[config.mk]
export PLATFORM = sky130hd
export DESIGN_NAME = distance_proximity_filter_flat
export DESIGN_NICKNAME = d
export VERILOG_FILES = /design/src/rtl/distance_proximity_filter_if.sv /design/src/rtl/distance_proximity_filter.sv /design/src/flat_wrapper.sv
export SDC_FILE = /design/constraint.sdc
export NUM_CORES = 1
export LEC_CHECK = 0
export BUFFER_PORTS_ARGS = -buffer_cell sky130_fd_sc_hd__buf_2
export CAP_MARGIN = 5
export CORE_MARGIN = 3
export CORE_UTILIZATION = 54
export DETAILED_ROUTE_END_ITERATION = 16
export GPL_TIMING_DRIVEN = 0
export PLACE_DENSITY_LB_ADDON = 0.2
export SYNTH_ARGS = -nofsm -noshare
export SYNTH_HDL_FRONTEND = slang
export SYNTH_SLANG_ARGS = --single-unit
[constraint.sdc]
create_clock -name clk -period 3.1 [get_ports clk]
set_input_delay 0.62 -clock clk [delete_from_list [all_inputs] [get_ports clk]]
set_output_delay 0.62 -clock clk [all_outputs]
set_load 0.01 [all_outputs]
[src/rtl/distance_proximity_filter_if.sv]
`default_nettype none
// ============================================================================
// Module      : distance_proximity_filter_if
// Description : Distance sample in, filtered average and proximity alarm out.
// Revision    : 1.0 - initial release
// ============================================================================
interface distance_proximity_filter_if #(
  parameter int distance_width = 8
);
  logic [distance_width-1:0] relative_distance;
  logic [distance_width-1:0] filtered;
  logic                      filtered_valid;
  logic                      near;
  logic                      near_rise;
  logic                      near_fall;

  modport master (
    output relative_distance,
    input  filtered, filtered_valid, near, near_rise, near_fall
  );

  modport slave (
    input  relative_distance,
    output filtered, filtered_valid, near, near_rise, near_fall
  );
endinterface
`default_nettype wire

[src/rtl/distance_proximity_filter.sv]
`default_nettype none
// ============================================================================
// Module      : distance_proximity_filter
// Description : Periodic 4-sample moving average of a distance reading with a
//               confirmed near/far proximity alarm. Optional build macro:
//               DISTANCE_FILTER_HYSTERESIS_EN (far exit at threshold+hysteresis).
// Revision    : 1.0 - initial release
// ============================================================================
module distance_proximity_filter #(
  parameter int clk_frequency    = 50000000,
  parameter int sample_period_ms = 200,
  parameter int distance_width   = 8,
  parameter int near_threshold   = 40,
  parameter int hysteresis       = 8,
  parameter int confirm_count    = 3
) (
  input  logic clk,
  input  logic rst,
  distance_proximity_filter_if.slave bus
);

  localparam int c_sample_cycles = sample_period_ms * (clk_frequency / 1000);
  localparam int c_timer_w       = (c_sample_cycles > 1) ? $clog2(c_sample_cycles) : 1;
  localparam logic [c_timer_w-1:0] c_timer_last = c_timer_w'(c_sample_cycles - 1);
  localparam int c_sum_w = distance_width + 2;

`ifdef DISTANCE_FILTER_HYSTERESIS_EN
  localparam int c_hyst = hysteresis;
`else
  localparam int c_hyst = 0 * hysteresis;
`endif
  localparam int c_dist_max = (1 << distance_width) - 1;
  localparam int c_far_raw  = near_threshold + c_hyst;
  localparam logic [distance_width-1:0] c_near_th = distance_width'(near_threshold);
  localparam logic [distance_width-1:0] c_far_th  =
    distance_width'((c_far_raw > c_dist_max) ? c_dist_max : c_far_raw);
  localparam logic [3:0] c_confirm = 4'(confirm_count);

  typedef enum logic [1:0] {
    S_FAR       = 2'd0,
    S_PEND_NEAR = 2'd1,
    S_NEAR      = 2'd2,
    S_PEND_FAR  = 2'd3
  } state_t;

  logic [c_timer_w-1:0]                 r_timer;
  logic [3:0][distance_width-1:0]       r_hist;
  logic [c_sum_w-1:0]                   r_sum;
  logic [2:0]                           r_fill;
  logic [distance_width-1:0]            r_filtered;
  logic                                 r_filtered_valid;
  state_t                               r_state;
  logic [3:0]                           r_cnt;
  logic                                 r_near;
  logic                                 r_near_rise;
  logic                                 r_near_fall;

  logic                                 w_sample;
  logic [c_sum_w-1:0]                   w_sum_next;
  logic                                 w_below;
  logic                                 w_above;

  // r_hist[0] is the newest sample, r_hist[3] the one about to be dropped.
  assign w_sample   = (r_timer == c_timer_last);
  assign w_sum_next = r_sum + c_sum_w'(bus.relative_distance) - c_sum_w'(r_hist[3]);
  assign w_below    = (r_filtered <  c_near_th);
  assign w_above    = (r_filtered >= c_far_th);

  always_ff @(posedge clk or negedge rst) begin
    if (!rst) begin
      r_timer          <= '0;
      r_hist           <= '0;
      r_sum            <= '0;
      r_fill           <= '0;
      r_filtered       <= '0;
      r_filtered_valid <= 1'b0;
    end else begin
      r_filtered_valid <= 1'b0;
      if (w_sample) begin
        r_timer          <= '0;
        r_hist           <= {r_hist[2:0], bus.relative_distance};
        r_sum            <= w_sum_next;
        r_filtered       <= w_sum_next[c_sum_w-1:2];
        r_filtered_valid <= (r_fill >= 3'd3);
        if (r_fill != 3'd4) begin
          r_fill <= r_fill + 3'd1;
        end
      end else begin
        r_timer <= r_timer + c_timer_w'(1);
      end
    end
  end

  always_ff @(posedge clk or negedge rst) begin
    if (!rst) begin
      r_state     <= S_FAR;
      r_cnt       <= '0;
      r_near      <= 1'b0;
      r_near_rise <= 1'b0;
      r_near_fall <= 1'b0;
    end else begin
      r_near_rise <= 1'b0;
      r_near_fall <= 1'b0;
      if (r_filtered_valid) begin
        case (r_state)
          S_FAR: begin
            if (w_below) begin
              if (c_confirm == 4'd1) begin
                r_state     <= S_NEAR;
                r_near      <= 1'b1;
                r_near_rise <= 1'b1;
              end else begin
                r_state <= S_PEND_NEAR;
                r_cnt   <= 4'd1;
              end
            end
          end
          S_PEND_NEAR: begin
            if (w_below) begin
              if (r_cnt + 4'd1 == c_confirm) begin
                r_state     <= S_NEAR;
                r_cnt       <= '0;
                r_near      <= 1'b1;
                r_near_rise <= 1'b1;
              end else begin
                r_cnt <= r_cnt + 4'd1;
              end
            end else begin
              r_state <= S_FAR;
              r_cnt   <= '0;
            end
          end
          S_NEAR: begin
            if (w_above) begin
              if (c_confirm == 4'd1) begin
                r_state     <= S_FAR;
                r_near      <= 1'b0;
                r_near_fall <= 1'b1;
              end else begin
                r_state <= S_PEND_FAR;
                r_cnt   <= 4'd1;
              end
            end
          end
          S_PEND_FAR: begin
            if (w_above) begin
              if (r_cnt + 4'd1 == c_confirm) begin
                r_state     <= S_FAR;
                r_cnt       <= '0;
                r_near      <= 1'b0;
                r_near_fall <= 1'b1;
              end else begin
                r_cnt <= r_cnt + 4'd1;
              end
            end else begin
              r_state <= S_NEAR;
              r_cnt   <= '0;
            end
          end
          default: r_state <= S_FAR;
        endcase
      end
    end
  end

  assign bus.filtered       = r_filtered;
  assign bus.filtered_valid = r_filtered_valid;
  assign bus.near           = r_near;
  assign bus.near_rise      = r_near_rise;
  assign bus.near_fall      = r_near_fall;

endmodule
`default_nettype wire

[src/flat_wrapper.sv]
// flat-port wrapper written by rule: the top's interface ports become plain ports
module distance_proximity_filter_flat 
#(
  parameter int clk_frequency    = 50000000,
  parameter int sample_period_ms = 200,
  parameter int distance_width   = 8,
  parameter int near_threshold   = 40,
  parameter int hysteresis       = 8,
  parameter int confirm_count    = 3
)
  (clk, rst, bus_relative_distance, bus_filtered, bus_filtered_valid, bus_near, bus_near_rise, bus_near_fall);
  distance_proximity_filter_if #(.distance_width(distance_width)) bus_i ();
  input  logic clk;
  input  logic rst;
  input wire logic [$bits(bus_i.relative_distance)-1:0] bus_relative_distance;
  output wire logic [$bits(bus_i.filtered)-1:0] bus_filtered;
  output wire logic [$bits(bus_i.filtered_valid)-1:0] bus_filtered_valid;
  output wire logic [$bits(bus_i.near)-1:0] bus_near;
  output wire logic [$bits(bus_i.near_rise)-1:0] bus_near_rise;
  output wire logic [$bits(bus_i.near_fall)-1:0] bus_near_fall;
  assign bus_i.relative_distance = bus_relative_distance;
  assign bus_filtered = bus_i.filtered;
  assign bus_filtered_valid = bus_i.filtered_valid;
  assign bus_near = bus_i.near;
  assign bus_near_rise = bus_i.near_rise;
  assign bus_near_fall = bus_i.near_fall;
  distance_proximity_filter #(.clk_frequency(clk_frequency), .sample_period_ms(sample_period_ms), .distance_width(distance_width), .near_threshold(near_threshold), .hysteresis(hysteresis), .confirm_count(confirm_count)) u_core (.clk(clk), .rst(rst), .bus(bus_i));
endmodule
# Word-level counts from Yosys, hierarchy flattened
# Cells that the tools add are included.
# word_totals
ff_bits	87
latchBits	0
ramBits	0
romBits	0
inputBits	10
out_inout_bits	12
word_cells	69
n_memories	0
# op_classes
add_sub_neg	5
multipliers	0
div_mod_pow	0
magnitude_cmp	3
eq_ne	14
n_shift	0
mux	27
n_bitwise	0
n_reduce_logical	6
# ops
cell	n
adder 24 x 1 -> 24 bit, second input constant	1
== test 24 bit, second input constant	1
two-way mux 24 bit	1
two-way mux 4 bit	5
one-hot mux 4 bit (4 select lines)	1
two-way mux 1 bit	12
two-way mux 2 bit	6
inequality test 2 x 1 -> 1 bit, second input constant	6
adder 10 x 8 -> 10 bit	1
subtractor 10 x 8 -> 10 bit	1
inequality test 3 bit, second input constant	3
greater-or-equal comparator 8 x 6 -> 1 bit, second input constant	1
less-than comparator 8 x 6 -> 1 bit, second input constant	1
one-hot mux 2 bit (4 select lines)	1
AND reduction 6 bit	1
AND reduction 5 bit	1
adder 4 x 1 -> 4 bit, second input constant	1
== test 2 bit, second input constant	2
== test 4 x 2 -> 1 bit, second input constant	1
adder 3 x 1 -> 3 bit, second input constant	1
greater-or-equal comparator 3 x 2 -> 1 bit, second input constant	1
AND reduction 3 bit	1
== test 2 x 1 -> 1 bit, second input constant	1
zero test 2 bit	1
other kinds (3)	3

# Longest topological paths before layout
# logic_depth
ltp_word	6
mapped_depth	11
depth_no_buf	11

# Worst setup path before layout
# OpenSTA, ideal clock, no wires.
# synth_path
path_type	input to register
from	input port bus_relative_distance[3]
to	register u_core.r_filtered[7], in the netlist u_core.bus.filtered[7]
setup_time_ps	81
t_arrival_ps	2559
slack_ps	460
stages	9
path_buffers	0
path_cell_list	inv_1 fa_1 inv_1 ha_1 a21o_1 a21oi_1 a211oi_1 or4_4 o211ai_2
# synth_between
elab_chain_len	2
# synth_rtl
element	line	text
from (decl)	flat_wrapper.sv:15	input wire logic [$bits(bus_i.relative_distance)-1:0] bus_relative_distance;
adder 10 x 8 -> 10 bit	distance_proximity_filter.sv:65	assign w_sum_next = r_sum + c_sum_w'(bus.relative_distance) - c_sum_w'(r_hist[3]);
subtractor 10 x 8 -> 10 bit	distance_proximity_filter.sv:65	
to (signal assigned)	distance_proximity_filter.sv:83	r_filtered <= w_sum_next[c_sum_w-1:2];
to (decl)	distance_proximity_filter.sv:50	logic [distance_width-1:0] r_filtered;
# Every way passes these cells.
# A chain may end at the register's enable or synchronous reset.

==> flow_summary.toml <==
[cells_and_area]
utilization = 0.6229
syn_to_final_growth_pct = 10.98
nets = 513
nFillCells = 643
insertedDiodeCount = 0
drive_gt1_frac = 0.1058

[timing]
fin_hold_ws_ns = 0.1781
finalSetupTns_ns = 0
finalCritPeriodShare = 0.8424
layout_min_cycle_time_ns = 2.612
final-max-slew-violation-count = 0
setup_viol = 0
tightest_slew_ns = 0.5983
skew_ns = 0.009206
rsz0062_at_grt = "no"
max_freq_mhz = 382.9
max-slew-margin-rel = 0.6011
hold_viol_final = 0

[worst_setup_path]
r2r_slack_ns = 0.49
crit_required_ns = 3.37
path_max_fanout = 5
worstReg2RegEnd = "u_core.bus.filtered[7]"
cp-start-kind = "flop"
reg2regPathDepth = 9
path_class = "reg -> reg"
arrival_ns = 2.89
endpoint_kind = "flop"
rr_startpoint = "u_core.bus.filtered[1]"

[hold_path]
hold_path_class = "in -> async"

[logic_synthesis]
synth_top_area_share = 0.4830
yosys.area.top_type = "dfrtp_1"
ys_ff_latch = 79
syn_avg_cell_area_um2 = 9.218
synth_cells = 444
yosys_warnings = 0
ys_seq_area_frac = 0.4830
syn_nets = 480
netlist_area_um2 = 4093
ys_types = 43
synthTopCellsByArea = "dfrtp_1 (48%), nand2_1 (10%), ha_1 (5.5%)"

[pwr]
irDropWorstVdd_uv = 212.3
power.density_nw_per_um2 = 408.8
p_leak_nw = 2.275
power_w = 0.001857

[clocking]
tritoncts = "yes"
clockBufferDepth = 2
post_cts_buffers = 0
cts_buffers = 9
clkLatencyLatePin_ns = 0.35
htreeDepth = 3
cts_num_sinks = 79
postCtsHoldBufs = 0
ctsResizeCount = 0
cts_root_buffer = "clkbuf_8"
clkTransAtPathRegs_ns = 0.08

[run_status]
status = "finished, final reports clean"

[route]
drt_pre_antenna_iters = 4
route.detailed.drc = 0
vias_per_cell = 5.157
ant_nets = 0
vias = 2996
wl_per_cell_um = 13.15
wirelength_um = 7642
drt_iter0_drc = 160

[placement]
portBuffers = 21
dp_hpwl_um = 5443
gp_congestion = 0.8149

[global_routing]
gr-total-overflow = 0
globalRouteMet3Util = 0.03540
grtUsageTotal = 0.1985
grt_first_pass_wirelength_um = 13550
grt-busiest-layer = "met2"
grtUsageMet2 = 0.2981
grt_pass1_vias = 2882
use_met1 = 0.2851
grt_max_degree = 54
antenna_found_initial = 0

[die]
ios = 22
fp.dieW_um = 93.06
die_height_um = 93.06
dieArea_um2 = 8659
core-area_um2 = 7292
rows = 31
start_util = 0.5613

[flow_run]
cap_viol_max_count = 0
-- critical path: stages (launching register included) --
cell and delay [ns]:
dfrtp_1 0.39, inv_1 0.07, fa_1 0.54, inv_1 0.04, ha_1 0.35, a21o_1 0.20, a21oi_1 0.24, a211oi_1 0.14
or4_4 0.50, o211ai_2 0.07
-- layer usage --
layer	share of wire	up-vias
met5	0	-
met4	0.013	0
met3	0.060	8
met2	0.44	53
met1	0.48	1416
li1	-	1519
-- layout make-up --
cell class	instances	area, µm²	share of cell area
tap	99	123.9	0.02727
multi-input combinational	297	1827	0.4022
inverter	46	172.7	0.03802
clock inverter	4	45.04	0.009917
timing repair buffer	22	135.1	0.02975
sequential	79	1977	0.4353
buffer	22	116.4	0.02562
clock buffer	12	145.1	0.03196
-- cells in the mapped netlist --
master     instances
nor4_1             6
o211ai_2           1
nor4b_1            2
and3_1             2
and3b_1            1
or4_4              1
and4_1             4
buf_2              3
a21o_1             2
nand2b_1           3
nor2_1            18
o32ai_1            1
a211o_1            1
fa_1               8
or2_2              1
mux2_2             1
nor3_1            11
inv_1             46
xnor2_1           18
a21boi_0           1
ha_1              18
nor2b_1            1
buf_4              8
o21a_1             3
o211ai_1           5
o22ai_1            2
nor4bb_1           1
and2_1             3
o21ai_0           22
nand2_1          109
or3_1              2
o21ai_1            1
a2bb2oi_1          1
clkbuf_1          11
nand3_1           13
nand4b_1           1
nand4_1            4
a21oi_1           13
o31ai_1            1
or4_1              2
dfrtp_1           79
xor2_1            10
a211oi_1           3
-- stage by stage --
stage | cell area (µm²) | setup slack [ns] | std cells
floorplan | 4093 | 0.4600 | 444
global placement | 4322 | 0.2376 | 564
detailed placement | 4352 | 0.2265 | 565
CTS | 4542 | 0.4600 | 581
global route | 4542 | 0.2091 | 581
finish | 4542 | 0.4884 | 581
-- cells in the final DEF, fill, tap and decap left out, drive strengths merged, types with 13 or more instances in the layout --
master	synthesis	routed
dfrtp	79	79
nand2	109	109
nor2	18	18
nand3	13	13
clkbuf	11	23
a21oi	13	13
ha	18	18
buf	11	33
o21ai	23	23
xnor2	18	18
inv	46	46
-- report_power, final --
part | total [W] | leakage [nW] | switching [W] | internal [W]
Combinational | 0.0000747 | 1.17 | 0.0000477 | 0.0000270
Sequential | 0.00103 | 1.00 | 0 | 0.00103
Clock | 0.000753 | 0.100 | 0.000362 | 0.000391
-- state kept, by name, indices dropped and copies added (netlist names) --
name / count
u_core.r_fill: 3
u_core.bus.filtered: 8
u_core.bus.filtered_valid: 1
u_core.bus.near_fall: 1
u_core.r_timer: 24
u_core.bus.near: 1
u_core.r_cnt: 4
u_core.bus.near_rise: 1
u_core.r_hist: 32
u_core.r_state: 2
u_core.r_sum: 2
-- kinds of logic (layout without fill, tap and decap cells) --
family          count (synthesis)  in the layout  share of synthesized area
simple gates                  185            185                     0.2054
xor+xnor                       28             28                    0.05992
fa+ha+maj                      26             26                    0.09416
flops                          79             79                     0.4830
mux                             1              1                   0.002751
buf+inv                        68            106                    0.07062
compound gates                 57             57                    0.08407
-- how the worst max path moves through the flow --
stage               cells after the start  slack [ns]                      from                     end
finish                                  9        0.49    u_core.bus.filtered[1]  u_core.bus.filtered[7]
global route                            7        0.21         u_core.r_timer[0]       u_core.r_timer[3]
CTS                                     7        0.46         u_core.r_timer[0]      u_core.r_timer[23]
detailed placement                     10        0.23  bus_relative_distance[3]  u_core.bus.filtered[7]
global placement                       10        0.24  bus_relative_distance[3]  u_core.bus.filtered[7]
floorplan                               9        0.46  bus_relative_distance[3]  u_core.bus.filtered[7]
Note: power is estimated with default switching activity, not from simulation.
